[config.mk]
export PLATFORM = sky130hd
export DESIGN_NAME = wash_timer_sensor_flat
export DESIGN_NICKNAME = d
export VERILOG_FILES = /design/src/rtl/wash_timer_sensor_if.sv /design/src/rtl/wash_timer_sensor.sv /design/src/flat_wrapper.sv
export SDC_FILE = /design/constraint.sdc
export NUM_CORES = 1
export LEC_CHECK = 0
export CAP_MARGIN = 20
export CORE_MARGIN = 2
export CORE_UTILIZATION = 40
export CTS_CLUSTER_SIZE = 14
export DETAILED_ROUTE_END_ITERATION = 6
export GPL_TIMING_DRIVEN = 0
export SLEW_MARGIN = 0
export SYNTH_ARGS = -nofsm -noshare
export SYNTH_HDL_FRONTEND = slang
export SYNTH_SLANG_ARGS = --single-unit
[constraint.sdc]
create_clock -name clk -period 1.75 [get_ports clk]
set_input_delay 0.35 -clock clk [delete_from_list [all_inputs] [get_ports clk]]
set_output_delay 0.35 -clock clk [all_outputs]
set_load 0.02 [all_outputs]
[src/rtl/wash_timer_sensor_if.sv]
// FSM-facing bundle for wash_timer_sensor: timer enables and raw level in, conditioned flags out.
// The pause signal exists only when WASH_TIMER_PAUSE_EN is defined.
interface wash_timer_sensor_if;
   logic       motor_on;
   logic       spin_run;
`ifdef WASH_TIMER_PAUSE_EN
   logic       pause;
`endif
   logic [7:0] level_raw;
   logic       cycle_timeout;
   logic       spin_timeout;
   logic       filled;
   logic       drained;

`ifdef WASH_TIMER_PAUSE_EN
   modport master (output motor_on, spin_run, pause, level_raw,
                   input  cycle_timeout, spin_timeout, filled, drained);
   modport slave  (input  motor_on, spin_run, pause, level_raw,
                   output cycle_timeout, spin_timeout, filled, drained);
`else
   modport master (output motor_on, spin_run, level_raw,
                   input  cycle_timeout, spin_timeout, filled, drained);
   modport slave  (input  motor_on, spin_run, level_raw,
                   output cycle_timeout, spin_timeout, filled, drained);
`endif
endinterface

[src/rtl/wash_timer_sensor.sv]
// Phase timers (cycle/spin timeouts) and debounced fill/drain sensing for the wash FSM; WASH_TIMER_PAUSE_EN adds a timer pause.
// Latency: timeouts after TICKS*PRESCALE enabled edges, level flags after DEBOUNCE samples; no backpressure, outputs registered.
module wash_timer_sensor #(
   parameter int         PRESCALE    = 1000,
   parameter int         CYCLE_TICKS = 600,
   parameter int         SPIN_TICKS  = 300,
   parameter logic [7:0] FULL_LEVEL  = 8'd200,
   parameter logic [7:0] EMPTY_LEVEL = 8'd10,
   parameter int         DEBOUNCE    = 16
) (
   input logic                clk,
   input logic                reset,
   wash_timer_sensor_if.slave bus
);

   localparam int PW = $clog2(PRESCALE) + 1;
   localparam int CW = $clog2(CYCLE_TICKS) + 1;
   localparam int SW = $clog2(SPIN_TICKS) + 1;
   localparam int DW = $clog2(DEBOUNCE) + 1;

   logic [PW-1:0] cyc_presc, spin_presc;
   logic [CW-1:0] cyc_ticks;
   logic [SW-1:0] spin_ticks;
   logic          cyc_to, spin_to;
   logic [DW-1:0] fill_cnt, drain_cnt;
   logic          filled_q, drained_q;
   logic          full_c, empty_c, hold;

`ifdef WASH_TIMER_PAUSE_EN
   assign hold = bus.pause;
`else
   assign hold = 1'b0;
`endif

   assign full_c  = (bus.level_raw >= FULL_LEVEL);
   assign empty_c = (bus.level_raw <= EMPTY_LEVEL);

   // Once the timeout is set the whole timer freezes until its enable drops.
   always_ff @(posedge clk or posedge reset) begin
      if (reset) begin
         cyc_presc <= '0;
         cyc_ticks <= '0;
         cyc_to    <= 1'b0;
      end else if (!bus.motor_on) begin
         cyc_presc <= '0;
         cyc_ticks <= '0;
         cyc_to    <= 1'b0;
      end else if (!cyc_to && !hold) begin
         if (cyc_presc == PW'(PRESCALE - 1)) begin
            cyc_presc <= '0;
            cyc_ticks <= cyc_ticks + CW'(1);
            if (cyc_ticks == CW'(CYCLE_TICKS - 1))
               cyc_to <= 1'b1;
         end else begin
            cyc_presc <= cyc_presc + PW'(1);
         end
      end
   end

   always_ff @(posedge clk or posedge reset) begin
      if (reset) begin
         spin_presc <= '0;
         spin_ticks <= '0;
         spin_to    <= 1'b0;
      end else if (!bus.spin_run) begin
         spin_presc <= '0;
         spin_ticks <= '0;
         spin_to    <= 1'b0;
      end else if (!spin_to && !hold) begin
         if (spin_presc == PW'(PRESCALE - 1)) begin
            spin_presc <= '0;
            spin_ticks <= spin_ticks + SW'(1);
            if (spin_ticks == SW'(SPIN_TICKS - 1))
               spin_to <= 1'b1;
         end else begin
            spin_presc <= spin_presc + PW'(1);
         end
      end
   end

   // Each flag flips only after DEBOUNCE consecutive samples disagreeing with it.
   always_ff @(posedge clk or posedge reset) begin
      if (reset) begin
         fill_cnt  <= '0;
         filled_q  <= 1'b0;
         drain_cnt <= '0;
         drained_q <= 1'b0;
      end else begin
         if (full_c == filled_q) begin
            fill_cnt <= '0;
         end else if (fill_cnt == DW'(DEBOUNCE - 1)) begin
            filled_q <= full_c;
            fill_cnt <= '0;
         end else begin
            fill_cnt <= fill_cnt + DW'(1);
         end

         if (empty_c == drained_q) begin
            drain_cnt <= '0;
         end else if (drain_cnt == DW'(DEBOUNCE - 1)) begin
            drained_q <= empty_c;
            drain_cnt <= '0;
         end else begin
            drain_cnt <= drain_cnt + DW'(1);
         end
      end
   end

   assign bus.cycle_timeout = cyc_to;
   assign bus.spin_timeout  = spin_to;
   assign bus.filled        = filled_q;
   assign bus.drained       = drained_q;

endmodule

[src/flat_wrapper.sv]
// flat-port wrapper written by rule: the top's interface ports become plain ports
module wash_timer_sensor_flat 
#(
   parameter int         PRESCALE    = 1000,
   parameter int         CYCLE_TICKS = 600,
   parameter int         SPIN_TICKS  = 300,
   parameter logic [7:0] FULL_LEVEL  = 8'd200,
   parameter logic [7:0] EMPTY_LEVEL = 8'd10,
   parameter int         DEBOUNCE    = 16
)
  (clk, reset, bus_motor_on, bus_spin_run, bus_level_raw, bus_cycle_timeout, bus_spin_timeout, bus_filled, bus_drained);
  wash_timer_sensor_if bus_i ();
  input logic clk;
  input logic reset;
  input wire logic [$bits(bus_i.motor_on)-1:0] bus_motor_on;
  input wire logic [$bits(bus_i.spin_run)-1:0] bus_spin_run;
  input wire logic [$bits(bus_i.level_raw)-1:0] bus_level_raw;
  output wire logic [$bits(bus_i.cycle_timeout)-1:0] bus_cycle_timeout;
  output wire logic [$bits(bus_i.spin_timeout)-1:0] bus_spin_timeout;
  output wire logic [$bits(bus_i.filled)-1:0] bus_filled;
  output wire logic [$bits(bus_i.drained)-1:0] bus_drained;
  assign bus_i.motor_on = bus_motor_on;
  assign bus_i.spin_run = bus_spin_run;
  assign bus_i.level_raw = bus_level_raw;
  assign bus_cycle_timeout = bus_i.cycle_timeout;
  assign bus_spin_timeout = bus_i.spin_timeout;
  assign bus_filled = bus_i.filled;
  assign bus_drained = bus_i.drained;
  wash_timer_sensor #(.PRESCALE(PRESCALE), .CYCLE_TICKS(CYCLE_TICKS), .SPIN_TICKS(SPIN_TICKS), .FULL_LEVEL(FULL_LEVEL), .EMPTY_LEVEL(EMPTY_LEVEL), .DEBOUNCE(DEBOUNCE)) u_core (.clk(clk), .reset(reset), .bus(bus_i));
endmodule
==> flow_metrics.env <==
export IMPL_synth_top_flop_cell="dfrtp_1"
export IMPL_syn_num_nets=331
export IMPL_synth_top_area_share=0.472
export IMPL_finalCritPeriodShare=0.994
export IMPL_ys_types=47
export IMPL_syn_inst=313
export IMPL_floorplan_initialDensity=0.414
export IMPL_die_y_um=90.9
export IMPL_globalRouteTotalUtil=0.152
export IMPL_clkTransAtPathRegs_ns=0.06
export IMPL_clk_latency_ns=0.33
export IMPL_fin_nets=375
export IMPL_power_share_switching=0.261
export IMPL_finalSetupViolations=0
export IMPL_seq_power_share=0.510
export IMPL_numCtsBuffers=9
export IMPL_cp_top_family="simple AND/OR/NAND/NOR gates"
export IMPL_crit_slowest_cell="or4b_4"
export IMPL_max_freq_mhz=575
export IMPL_synth_edff_count=0
export IMPL_setup_slack_ns=0.00972
export IMPL_antennaDiodeCount=0
export IMPL_worstPathArrival_ns=1.94
export IMPL_grt_pass1_wl_um=10100
export IMPL_finClkSkew_ns=0.00638
export IMPL_dr_pass1_iters=4
export IMPL_avgRoutedWirePerCell_um=13.6
export IMPL_layout_drive_gt1_share=0.180
export IMPL_cp_end_kind="flop"
export IMPL_intPower_uw=2130
export IMPL_post_route_min_period_ns=1.74
export IMPL_synth_top_cell_by_area="dfrtp_1"
export IMPL_antenna_found_initial=0
export IMPL_slew_viol_final=0
export IMPL_drc_errors=0
export IMPL_placeableCoreArea_mm2=0.00729
export IMPL_finalHoldViolations=0
export IMPL_max_stage_delay_ns=0.59
export IMPL_cts_root_buf="clkbuf_8"
export IMPL_syn_cell_area_mm2=0.00302
export IMPL_ys_ff_latch=57
export IMPL_avgViaCountPerCell=5.22
export IMPL_power_density_mw_per_mm2=779
export IMPL_boundaryPins=16
export IMPL_dp_slack_ns=-0.338
export IMPL_p_clk_frac=0.375
export IMPL_critPathRequiredTime_ns=1.95
export IMPL_rsz0062_at_grt="true"
export IMPL_outcome="complete, no violations"
export IMPL_die_w_um=90.9
export IMPL_path_max_fanout=5
export IMPL_rr_worst_depth=5
export IMPL_ys_warn_count=0
export IMPL_synth_avg_cell_area_um2=9.65
export IMPL_stdcell_area_mm2=0.00371
export IMPL_p_comb_frac=0.115
export IMPL_start_kind="flop"
export IMPL_crit_chain="or4b_4 > nor4_4 > buf_4 > mux2i_1 > nor2_1"
export IMPL_cts_max_path_buffers=2
export IMPL_synthArstFlopShare=1.00
export IMPL_gr_total_overflow=0
export IMPL_critical_path_cell_count=5
export IMPL_synthToLayoutAreaGrowth_pct=22.8
export IMPL_grt_max_degree=43
export IMPL_hold_class="in -> async"
export IMPL_grt_pass1_vias=2158
export IMPL_p_switching_uw=754
export IMPL_clock_sinks=57
export IMPL_max_slew_worst_pin_slew_ns=0.511
export IMPL_portBuffers=14
export IMPL_cts_tree="built"
export IMPL_ant_nets=0
export IMPL_p_leak_uw=0.00153
export IMPL_dpl_hpwl_um=4180
export IMPL_gp_congestion=0.771
export IMPL_worst_path_buf_inv=1
export IMPL_ys_seq_area_frac=0.472
export IMPL_htree_num_levels=3
export IMPL_postPlaceCellArea_mm2=0.00330
export IMPL_cap_violations=0
export IMPL_row_count=31
export IMPL_drtIter0Drc=130
export IMPL_ys_top_cells_by_area="dfrtp_1 47%, nand2_1 3.9%, a21oi_1 3.6%"
export IMPL_setup_tns_ns=0
export IMPL_post_route_util=0.509
export IMPL_wl_um=6270
export IMPL_vias=2407
export IMPL_peakVddDrop_mv=0.553
export IMPL_critical_path_class="reg -> reg"
export IMPL_maxSlewHeadroom=0.659
export IMPL_die_area_mm2=0.00826
==> sequential cells by signal, summed over array words and instances, names as in the netlist <==
register                  flops
u_core.cyc_presc             11
u_core.bus.spin_timeout       1
u_core.drain_cnt              5
u_core.bus.cycle_timeout      1
u_core.cyc_ticks             11
u_core.fill_cnt               5
u_core.spin_presc            11
u_core.bus.drained            1
u_core.bus.filled             1
u_core.spin_ticks            10
==> cells by family after synthesis <==
kind of cell,after synthesis,synth area share
and+or+nand+nor,154,0.295
DFF,57,0.472
buffers and inverters,19,0.0278
muxes,8,0.0269
AOI/OAI and AO/OA,48,0.0920
adders and majority gates,6,0.0249
xor gates and xnor gates,21,0.0609
==> final timing paths <==
check	startpoint	to	slack, ns
worst min register to register	u_core.drain_cnt[0]$_DFF_PP0_	u_core.drain_cnt[0]$_DFF_PP0_	0.49
worst max-delay path	u_core.spin_presc[10]$_DFFE_PP0P_	u_core.spin_ticks[1]$_DFFE_PP0P_	0.01
min in group clk	bus_spin_run	u_core.spin_presc[9]$_DFFE_PP0P_	0.46
worst max register to register	u_core.spin_presc[10]$_DFFE_PP0P_	u_core.spin_ticks[1]$_DFFE_PP0P_	0.01
worst min-delay path	reset	u_core.drain_cnt[0]$_DFF_PP0_	0.31
max in group asynchronous	reset	u_core.cyc_presc[0]$_DFFE_PP0P_	0.88
==> stage by stage <==
step | instances | power [uW] | hold slack, ns
6_report | 461 | 2890 | 0.306
3_5_place_dp | 427 | 1830 | 0.482
3_3_place_gp | 426 | 1810 | 0.481
2_1_floorplan | 313 | 1700 | 0.453
4_1_cts | 454 | 2940 | 0.309
5_1_grt | 461 | 3040 | 0.349
==> cell usage in the layout, fill, tap and decap left out, types with 9 or more instances in the layout <==
| cell type | netlist | final |
|---|---|---|
| o21ai_0 | 14 | 14 |
| nand3_1 | 16 | 16 |
| dfrtp_1 | 57 | 52 |
| nand4_1 | 15 | 15 |
| clkbuf_8 | 0 | 11 |
| clkdlybuf4s50_1 | 0 | 12 |
| nor2_1 | 29 | 29 |
| buf_4 | 1 | 21 |
| xnor2_1 | 12 | 12 |
| or3_1 | 9 | 9 |
| nand2_1 | 31 | 31 |
| a21oi_1 | 22 | 19 |
| xor2_1 | 9 | 9 |
| inv_1 | 10 | 9 |
==> routing by layer <==
| layer | up-vias | track usage | wire length, um |
|---|---|---|---|
| met5 | - | 0 | 0 |
| met4 | 0 | 0.0417 | 55 |
| met3 | 4 | 0.0501 | 168 |
| met2 | 19 | 0.233 | 3060 |
| met1 | 1158 | 0.207 | 2990 |
| li1 | 1226 | - | - |
==> worst register-to-register path: stages (launching register included) <==
cell and delay, ns:
dfrtp_1 0.41, or4b_4 0.59, nor4_4 0.17, buf_4 0.20, mux2i_1 0.18, nor2_1 0.05
==> layout make-up <==
class,instances,area (um2)
tap,99,124
timing repair buffer,34,304
inverter,11,41.3
clock buffer,13,159
buffer,7,36.3
clock inverter,3,15.0
multi-input combinational,237,1600
sequential,57,1430
fill,703,3580
==> power groups by stage <==
stage / Sequential, uW / Clock, uW / Combinational (uW)
global route: 1480 / 1180 / 378
detailed placement: 1490 / 0 / 333
floorplan: 1490 / 0 / 213
finish: 1470 / 1080 / 333
CTS: 1470 / 1130 / 338
global placement: 1490 / 0 / 317
==> Yosys cell counts, types with 6 or more instances <==
| cell | count |
|---|---|
| inv_1 | 10 |
| nand4_1 | 15 |
| nand2_1 | 31 |
| o21ai_0 | 14 |
| xnor2_1 | 12 |
| nand3_1 | 16 |
| mux2i_1 | 7 |
| or3_1 | 9 |
| ha_1 | 6 |
| nand2b_1 | 6 |
| nor4_1 | 7 |
| nor2_1 | 29 |
| xor2_1 | 9 |
| nor2b_1 | 6 |
| a21oi_1 | 22 |
| dfrtp_1 | 57 |
| nand4b_1 | 6 |
==> what timing repair did <==
action	CTS	global route
pin swaps	4	8
setup endpoints to repair	24	26
gates resized for setup	9	21
buffers inserted	11	8
hold buffers	0	0
Note: power is estimated with default switching activity, not from simulation.
